`config.mk`:
```
export PLATFORM = sky130hd
export DESIGN_NAME = weight_serializer
export DESIGN_NICKNAME = d
export VERILOG_FILES = /design/src/rtl/weight_serializer_pkg.sv /design/src/rtl/weight_byte_index_counter.sv /design/src/rtl/weight_serializer.sv
export SDC_FILE = /design/constraint.sdc
export NUM_CORES = 2
export LEC_CHECK = 0
export ABC_AREA = 1
export CAP_MARGIN = 20
export CORE_MARGIN = 1.5
export CORE_UTILIZATION = 35
export DETAILED_ROUTE_END_ITERATION = 12
export MAX_ROUTING_LAYER = met4
export PLACE_DENSITY = 0.69
export SYNTH_ARGS = -nofsm -noshare
export SYNTH_HDL_FRONTEND = slang
export SYNTH_HIERARCHICAL = 1
export SYNTH_SLANG_ARGS = --single-unit
```
`constraint.sdc`:
```
create_clock -name clk_i -period 44.3 [get_ports clk_i]
set_clock_uncertainty 0.05 [all_clocks]
set_input_delay 13.29 -clock clk_i [delete_from_list [all_inputs] [get_ports clk_i]]
set_output_delay 13.29 -clock clk_i [all_outputs]
set_load 0.005 [all_outputs]
```
`src/rtl/weight_serializer_pkg.sv`:
```
// Shared definitions for the weight byte loader/serializer pair: byte count and FSM encoding.
package weight_serializer_pkg;

   typedef enum logic [1:0] {
      ST_IDLE = 2'd0,
      ST_SEND = 2'd1,
      ST_DONE = 2'd2
   } state_e;

   // Both ends must agree on how many bytes a packed weight vector occupies.
   function automatic int num_bytes(input int n, input int size);
      return (n * size * size + 7) / 8;
   endfunction

endpackage

```
`src/rtl/weight_byte_index_counter.sv`:
```
// Byte index for the weight dump: cleared on start, advanced per accepted byte, saturating at the last byte.
// Registered index and last flag; no handshake of its own.
module weight_byte_index_counter
   import weight_serializer_pkg::*;
#(
   parameter int IdxWidth = 4,
   parameter int NumBytes = 5
) (
   input  logic                clk_i,
   input  logic                rst_i,
   input  logic                clear_i,
   input  logic                incr_i,
   output logic [IdxWidth-1:0] idx_o,
   output logic                is_last_o
);

   localparam logic [IdxWidth-1:0] LastIdx = IdxWidth'(NumBytes - 1);

   logic [IdxWidth-1:0] idx_q, idx_d;

   always_comb begin
      idx_d = idx_q;
      if (clear_i) begin
         idx_d = '0;
      end else if (incr_i && (idx_q != LastIdx)) begin
         idx_d = idx_q + 1'b1;
      end
   end

   always_ff @(posedge clk_i or posedge rst_i) begin
      if (rst_i) begin
         idx_q <= '0;
      end else begin
         idx_q <= idx_d;
      end
   end

   assign idx_o     = idx_q;
   assign is_last_o = (idx_q == LastIdx);

endmodule

```
`src/rtl/weight_serializer.sv`:
```
// Snapshots a packed weight vector on start and streams it out little-endian, one byte per valid/ready handshake.
// First byte valid the cycle after start; holds the byte under backpressure; done_o pulses the cycle after the last byte.
module weight_serializer
   import weight_serializer_pkg::*;
#(
   parameter int N    = 10,
   parameter int Size = 8
) (
   input  logic                  clk_i,
   input  logic                  rst_i,
   input  logic                  start_i,
   input  logic [N*Size*Size-1:0] weights_i,
   output logic [7:0]            data_o,
   output logic                  valid_o,
   input  logic                  ready_i,
   output logic                  last_o,
   output logic                  busy_o,
   output logic                  done_o
);

   localparam int RawBits  = N * Size * Size;
   localparam int NumBytes = num_bytes(N, Size);
   localparam int IdxWidth = $clog2(NumBytes) + 1;
   localparam int SnapBits = NumBytes * 8;

   state_e              state_q, state_d;
   logic [SnapBits-1:0] snap_q, snap_d;
   logic [IdxWidth-1:0] idx;
   logic                is_last;
   logic                start_acc;
   logic                xfer;
   logic [7:0]          byte_sel;

   weight_byte_index_counter #(
      .IdxWidth (IdxWidth),
      .NumBytes (NumBytes)
   ) u_idx (
      .clk_i     (clk_i),
      .rst_i     (rst_i),
      .clear_i   (start_acc),
      .incr_i    (xfer),
      .idx_o     (idx),
      .is_last_o (is_last)
   );

   always_comb begin
      state_d   = state_q;
      snap_d    = snap_q;
      start_acc = 1'b0;
      xfer      = 1'b0;
      case (state_q)
         ST_IDLE: begin
            if (start_i) begin
               start_acc             = 1'b1;
               // Pad bits above the raw vector stay zero so the final byte is clean.
               snap_d                = '0;
               snap_d[RawBits-1:0]   = weights_i;
               state_d               = ST_SEND;
            end
         end
         ST_SEND: begin
            if (ready_i) begin
               xfer = 1'b1;
               if (is_last) begin
                  state_d = ST_DONE;
               end
            end
         end
         ST_DONE: state_d = ST_IDLE;
         default: state_d = ST_IDLE;
      endcase
   end

   always_ff @(posedge clk_i or posedge rst_i) begin
      if (rst_i) begin
         state_q <= ST_IDLE;
         snap_q  <= '0;
      end else begin
         state_q <= state_d;
         snap_q  <= snap_d;
      end
   end

   always_comb begin
      byte_sel = '0;
      for (int k = 0; k < NumBytes; k++) begin
         if (idx == IdxWidth'(k)) begin
            byte_sel = snap_q[8*k +: 8];
         end
      end
   end

   // Everything below decodes flops only, so ready_i never reaches valid_o combinationally.
   assign valid_o = (state_q == ST_SEND);
   assign data_o  = valid_o ? byte_sel : 8'h00;
   assign last_o  = valid_o & is_last;
   assign busy_o  = valid_o;
   assign done_o  = (state_q == ST_DONE);

endmodule

```
Yosys cells after proc, flatten, opt, wreduce, memory -nomap -nowiden
Index checks and enable logic that the tools add are counted.
{ "word_totals": {"regBits": 650, "inputBits": 644, "elab_cells": 187} }
{ "classes": {"add_sub_neg": 1, "n_eq_ne": 85, "n_mux": 91, "bitwise_logic": 1, "reduce_logical": 6} }
{ "op_table": {"columns": ["cell", "n"], "rows": [
  ["two-way mux 8 bit", 83],
  ["== test 8 x 6 -> 1 bit (second input constant)", 32],
  ["== test 8 x 5 -> 1 bit (second input constant)", 16],
  ["== test 8 x 7 -> 1 bit (second input constant)", 16],
  ["== test 8 x 4 -> 1 bit (second input constant)", 8],
  ["== test 8 x 3 -> 1 bit (second input constant)", 4],
  ["== test 8 x 2 -> 1 bit (second input constant)", 2],
  ["adder 8 x 1 -> 8 bit (second input constant)", 1],
  ["== test 8 x 1 -> 1 bit (second input constant)", 1],
  ["logical NOT 8 bit", 1],
  ["!= test 8 x 7 -> 1 bit (second input constant)", 1],
  ["two-way mux 2 bit", 3],
  ["two-way mux 1 bit", 4],
  ["!= test 2 x 1 -> 1 bit (second input constant)", 2],
  ["case mux 2 bit (2 select lines)", 1],
  ["AND reduction 3 bit", 1],
  ["== test 2 x 1 -> 1 bit (second input constant)", 1],
  ["== test 2 bit (second input constant)", 1],
  ["logical NOT 2 bit", 1],
  ["!= test 2 bit (second input constant)", 1],
  ["AND reduction 2 bit", 1],
  ["nonzero test 2 bit", 1],
  ["AND 1 bit", 1],
  ["logical AND 1 bit", 1]
]} }

Depth between registers and ports, before layout
{ "logic_depth": {"ltp_word": 82, "depth_mapped": 72} }

Modules after synthesis
The synthesis kept the hierarchy.
{ "by_module_without_submodules": {"columns": ["mod", "n_inst", "cells_each", "area_per_inst_um2"], "rows": [
  ["weight_serializer", 1, 4203, 30451.7],
  ["weight_byte_index_counter", 1, 72, 505.5]
]} }

Worst setup path after synthesis
Ideal clock, no wire load.
{ "synth_path": {"kind": "register -> output", "from": "register u_idx.idx_q[2], in the netlist u_idx/idx_o[2]", "to": "output port data_o[3]", "arrival_ns": 4.188, "required_ns": 30.960, "setup_slack_ns": 26.772, "path_stages_with_launch": 71, "path_buffers": 0, "cell_sequence": "dfrtp_1 -> inv_2 -> nor2_4 -> nand2_2 -> nor2_8 -> inv_2 -> or2_0 -> nand2_1 -> nand2_1 -> nand2_1 -> nand3b_1 -> nand2_1 -> nand2_1 -> nand2_1 -> nand3b_1 -> nand2_1 -> nand2_1 -> nand2_1 -> [... 35 more ...] -> nand2_1 -> nand3_1 -> nand2_1 -> nand3_1 -> nand2_1 -> nand3_1 -> nand2_1 -> nand2_1 -> nand2_1 -> nand3_1 -> nand2_1 -> nand2_1 -> nand2_1 -> nand2_1 -> nand2_1 -> nand2_1 -> nand2_1 -> a21oi_1"} }
{ "synth_between": {"elab_chain_len": 82, "elab_cells_between_ends": 161, "cone_classes": "79 x eq/ne; 81 x mux; 1 x reduce/logical"} }
{ "synth_rtl": {"columns": ["item", "line", "source"], "rows": [
  ["start: declaration", "weight_byte_index_counter.sv:19", "logic [IdxWidth-1:0] idx_q, idx_d;"],
  ["start signal: assignment", "weight_byte_index_counter.sv:34", "idx_q <= idx_d;"],
  ["logical NOT 8 bit", "weight_serializer.sv:87", "if (idx == IdxWidth'(k)) begin"],
  ["two-way mux 8 bit (79 in series)", "weight_serializer.sv:87", null],
  ["two-way mux 8 bit *", "weight_serializer.sv:87", null],
  ["two-way mux 8 bit *", "weight_serializer.sv:95", "assign data_o = valid_o ? byte_sel : 8'h00;"],
  ["end: declaration", "weight_serializer.sv:13", "output logic [7:0] data_o,"]
]} }
Every way passes the cells marked *; elsewhere a longest branch is shown, timed or not.

Worst setup path after layout
{ "layout_path": {"from": "register u_idx.idx_q[3], in the netlist u_idx/idx_o[3]", "to": "output port data_o[1]"} }
The elaborated chain is that of the path after synthesis.

==> impl_results.md <==
- Status: finished clean
- Syn Area/Cell: about 7.2 µm²
- Net Sw Frac: between 30% and 40%
- Final Hold Fails: 0
- CTS tree: yes
- # clock sinks: 650
- Met3 WL: 8080 µm
- Max Cap Viol: 0
- Reg clk slew, reported paths: 60 ps
- Root Buffer: clkbuf_16
- Post-route ant nets: 0
- Post-CTS setup repair buffer count: 0
- Final min period: 20,700 ps
- Post-CTS Resized: 0
- Longest Clk Path Bufs: 3
- Starting Density: 35.5%
- Cell area after synthesis: 0.0310 mm²
- Worst-path fanout max: 10
- Total Wirelength: 114,000 µm
- Worst-margin pin slew: 1160 ps
- Worst Hold Class: register to register
- Ys flop type: dfrtp_1
- WL per Instance: 18.6 µm
- Worst reg2reg path depth: 7
- Largest net degree at the start of global routing: 258
- Cell variety after synth: 32
- Compound-Gate Fraction of Synth Area: 6.70%
- Vias in the first global route: 28,900
- WS Path Type: register to output port
- First-pass GRT wire length: about 170,000 µm
- Switch Pwr: roughly 860 µW
- Syn nets: 4,920
- Ports: 656
- DR top layer: met4
- Post-Syn Instances: 4,275
- Initial DRT Pass Iterations: 5
- TritonCTS Buffers: 75
- Post-Synth Simple-Gate Area: around 34%
- Flop-to-flop setup slack: 39,940 ps
- CP Launch Type: register
- Hold Path End: snap_q[125]
- Hold_sp: snap_q[125]
- Leak pwr: around 20 nW
- Slowest stage cell on the critical path: dfrtp_1
- Reg power frac: 40.9%
- Core Box Area: about 0.087 mm²
- Clock power frac: ~27%
- Number of I/O port buffers: 655
- WHS: 420 ps
- Drt initial violations: between 2,000 and 2,500
- Final cycle utilization of the critical path: 46.7%
- Peak supply drop: 0.0000344 V
- Final Wtd Congestion: 0.914
- Worst Path Required: 30,960 ps
- P_int: 1.50 mW
- # rows: 108
- Util after Layout: 47.3%
- Synth Warn #: 6
- Crit-path max cell delay: 530 ps
- Post-Synth XOR/XNOR Area: less than 1%
- HPWL Detailed: 83,200 µm
- H-tree depth: 3
- Initial antenna violation count: 11
- Ys async rst share: between 90% and 100%
- CP arrival: 7360 ps
- Grt ovf: 0
- Vias/cell: 4.77
- CTS Hold Bufs: 0
- Max-slew headroom: between 20% and 30%
- Placement-stage cell area: 0.0386 mm²
- Post-Layout Inst Area: approximately 0.041 mm²
- DIE WIDTH: 300 µm
- Worst hold path depth: 2
- Main combinational cell family by area after synthesis: simple AND/OR/NAND/NOR gates
- Slew Limit Fails: 0
- Peak Freq: 48.3 MHz
- RSZ-0062 raised after global routing: no
- Adder-Cell Fraction of Synth Area: 0.0404%
- FF+latch count, synth: 650
- Setup TNS: 0 ps
- Gr usage total: 25.4%
- Post-synthesis mux area share: 0%
- Fillers: approximately 8,600
- DRT met1 WL: 47,100 µm
- Logic pwr share: 32.0%
- Reg2reg end: snap_q[416]
- Die H: 300 µm
- Met2 wire len: 54,600 µm
- Vias post-DR: about 29,000
- Post-synth EDFFs: 0
- Register area share after synthesis: 52.5%
- Dpl cells: slightly below 6,000
- Final-stage net count: ~5,500
- P per Cell Area: 57.4 mW/mm²
- Area Growth Syn to Fin: 33.2%
- Final std cells w/o fill: 6,099
- Most frequent CP cell: nand2_1
- Critical path capture point type: output port
- Post-route DRC: 0
- Clock Latency Late Sink: 610 ps
- Reg2reg start: state_q[0]
- Die Area: 0.0902 mm²
- Share of cells above drive strength 1: 5.44%
- Final setup fails: 0
logic make-up (layout without fill, tap and decap cells):
logic type	Yosys count	count (layout)
simple gates	2668	2668
other cells	0	13
buf+inv	544	1200
fa+ha+maj	1	1
xor+xnor	2	2
flops	650	650
compound gates	410	410
routing by layer:
layer | vias up | GRT usage [%]
li1 | 14200 | -
met1 | 13600 | 31.7
met2 | 1099 | 41.3
met3 | 202 | 4.71
met4 | 0 | 8.95
met5 | - | -
sequential cells by signal, summed over array words and instances (netlist names):
signal       count
snap_q         640
u_idx/idx_o      8
state_q          2
cell usage after synthesis (all sizes together) (4+ instances only):
cell type / n / area share, %
dfrtp: 650 / 53
nand4: 36 / 0.73
nor2: 140 / 2.0
o22ai: 4 / 0.081
a21oi: 144 / 2.3
nand2: 2325 / 28
or2: 78 / 1.6
inv: 379 / 4.6
clkbuf: 159 / 1.9
nand3: 79 / 1.3
buf: 5 / 0.11
nor3: 7 / 0.11
o21ai: 260 / 4.2
power by group through the flow:
| stage | Sequential (mW) | Clock [mW] | Combinational, mW |
|---|---|---|---|
| after floorplan | 0.931 | 0 | 0.479 |
| after global placement | 0.969 | 0 | 0.742 |
| after detailed placement | 0.972 | 0 | 0.754 |
| after CTS | 0.965 | 0.653 | 0.759 |
| after global routing | 0.991 | 0.674 | 0.866 |
| final | 0.969 | 0.641 | 0.757 |
cell usage in the layout (no fill, tap or decap), drive strengths merged:
cell type	Yosys	layout
a21boi	1	1
a21oi	144	144
a221oi	1	1
buf	5	32
bufinv	0	5
clkbuf	159	108
clkdlybuf4s50	0	655
clkinv	1	14
clkinvlp	0	4
dfrtp	650	650
diode	0	13
ha	1	1
inv	379	382
nand2	2325	2325
nand3	79	79
nand3b	3	3
nand4	36	36
nor2	140	140
nor3	7	7
o21ai	260	260
o22ai	4	4
or2	78	78
xor2	2	2
critical path, delay by kind of cell (launching register included):
kind	cells	cell delay, ps
AND/OR/NAND/NOR	61	5420
flip-flops	1	530
AO/OA/AOI/OAI	3	280
buffers and inverters	1	480
worst max-delay path by stage:
stage | from | end | slack, ps | cells after the start
after floorplan | rst_i | snap_q[0] | 12970 | 1
after global placement | u_idx/idx_o[3] | data_o[1] | 24180 | 65
after detailed placement | u_idx/idx_o[3] | data_o[1] | 24160 | 65
after CTS | u_idx/idx_o[3] | data_o[1] | 23470 | 65
after global routing | u_idx/idx_o[3] | data_o[1] | 22670 | 65
final | u_idx/idx_o[3] | data_o[1] | 23600 | 65
final cells by class:
class,count,area [µm²],share of cell area [%]
diodes,13,32.5,0.0789
well taps,1155,1450,3.50
clock inverters,25,302,0.731
flip-flops and latches,650,16300,39.4
multi-input cells,3081,12600,30.7
inverters,380,1440,3.49
repair buffers,687,6880,16.7
clock buffers,108,2230,5.42
per-stage QoR:
stage | setup slack, ps | power (mW)
6_report | 23600 | 2.37
5_1_grt | 22670 | 2.53
4_1_cts | 23470 | 2.38
3_5_place_dp | 24160 | 1.73
3_3_place_gp | 24180 | 1.71
2_1_floorplan | 12970 | 1.41
Power figures use the tool's default switching activity.
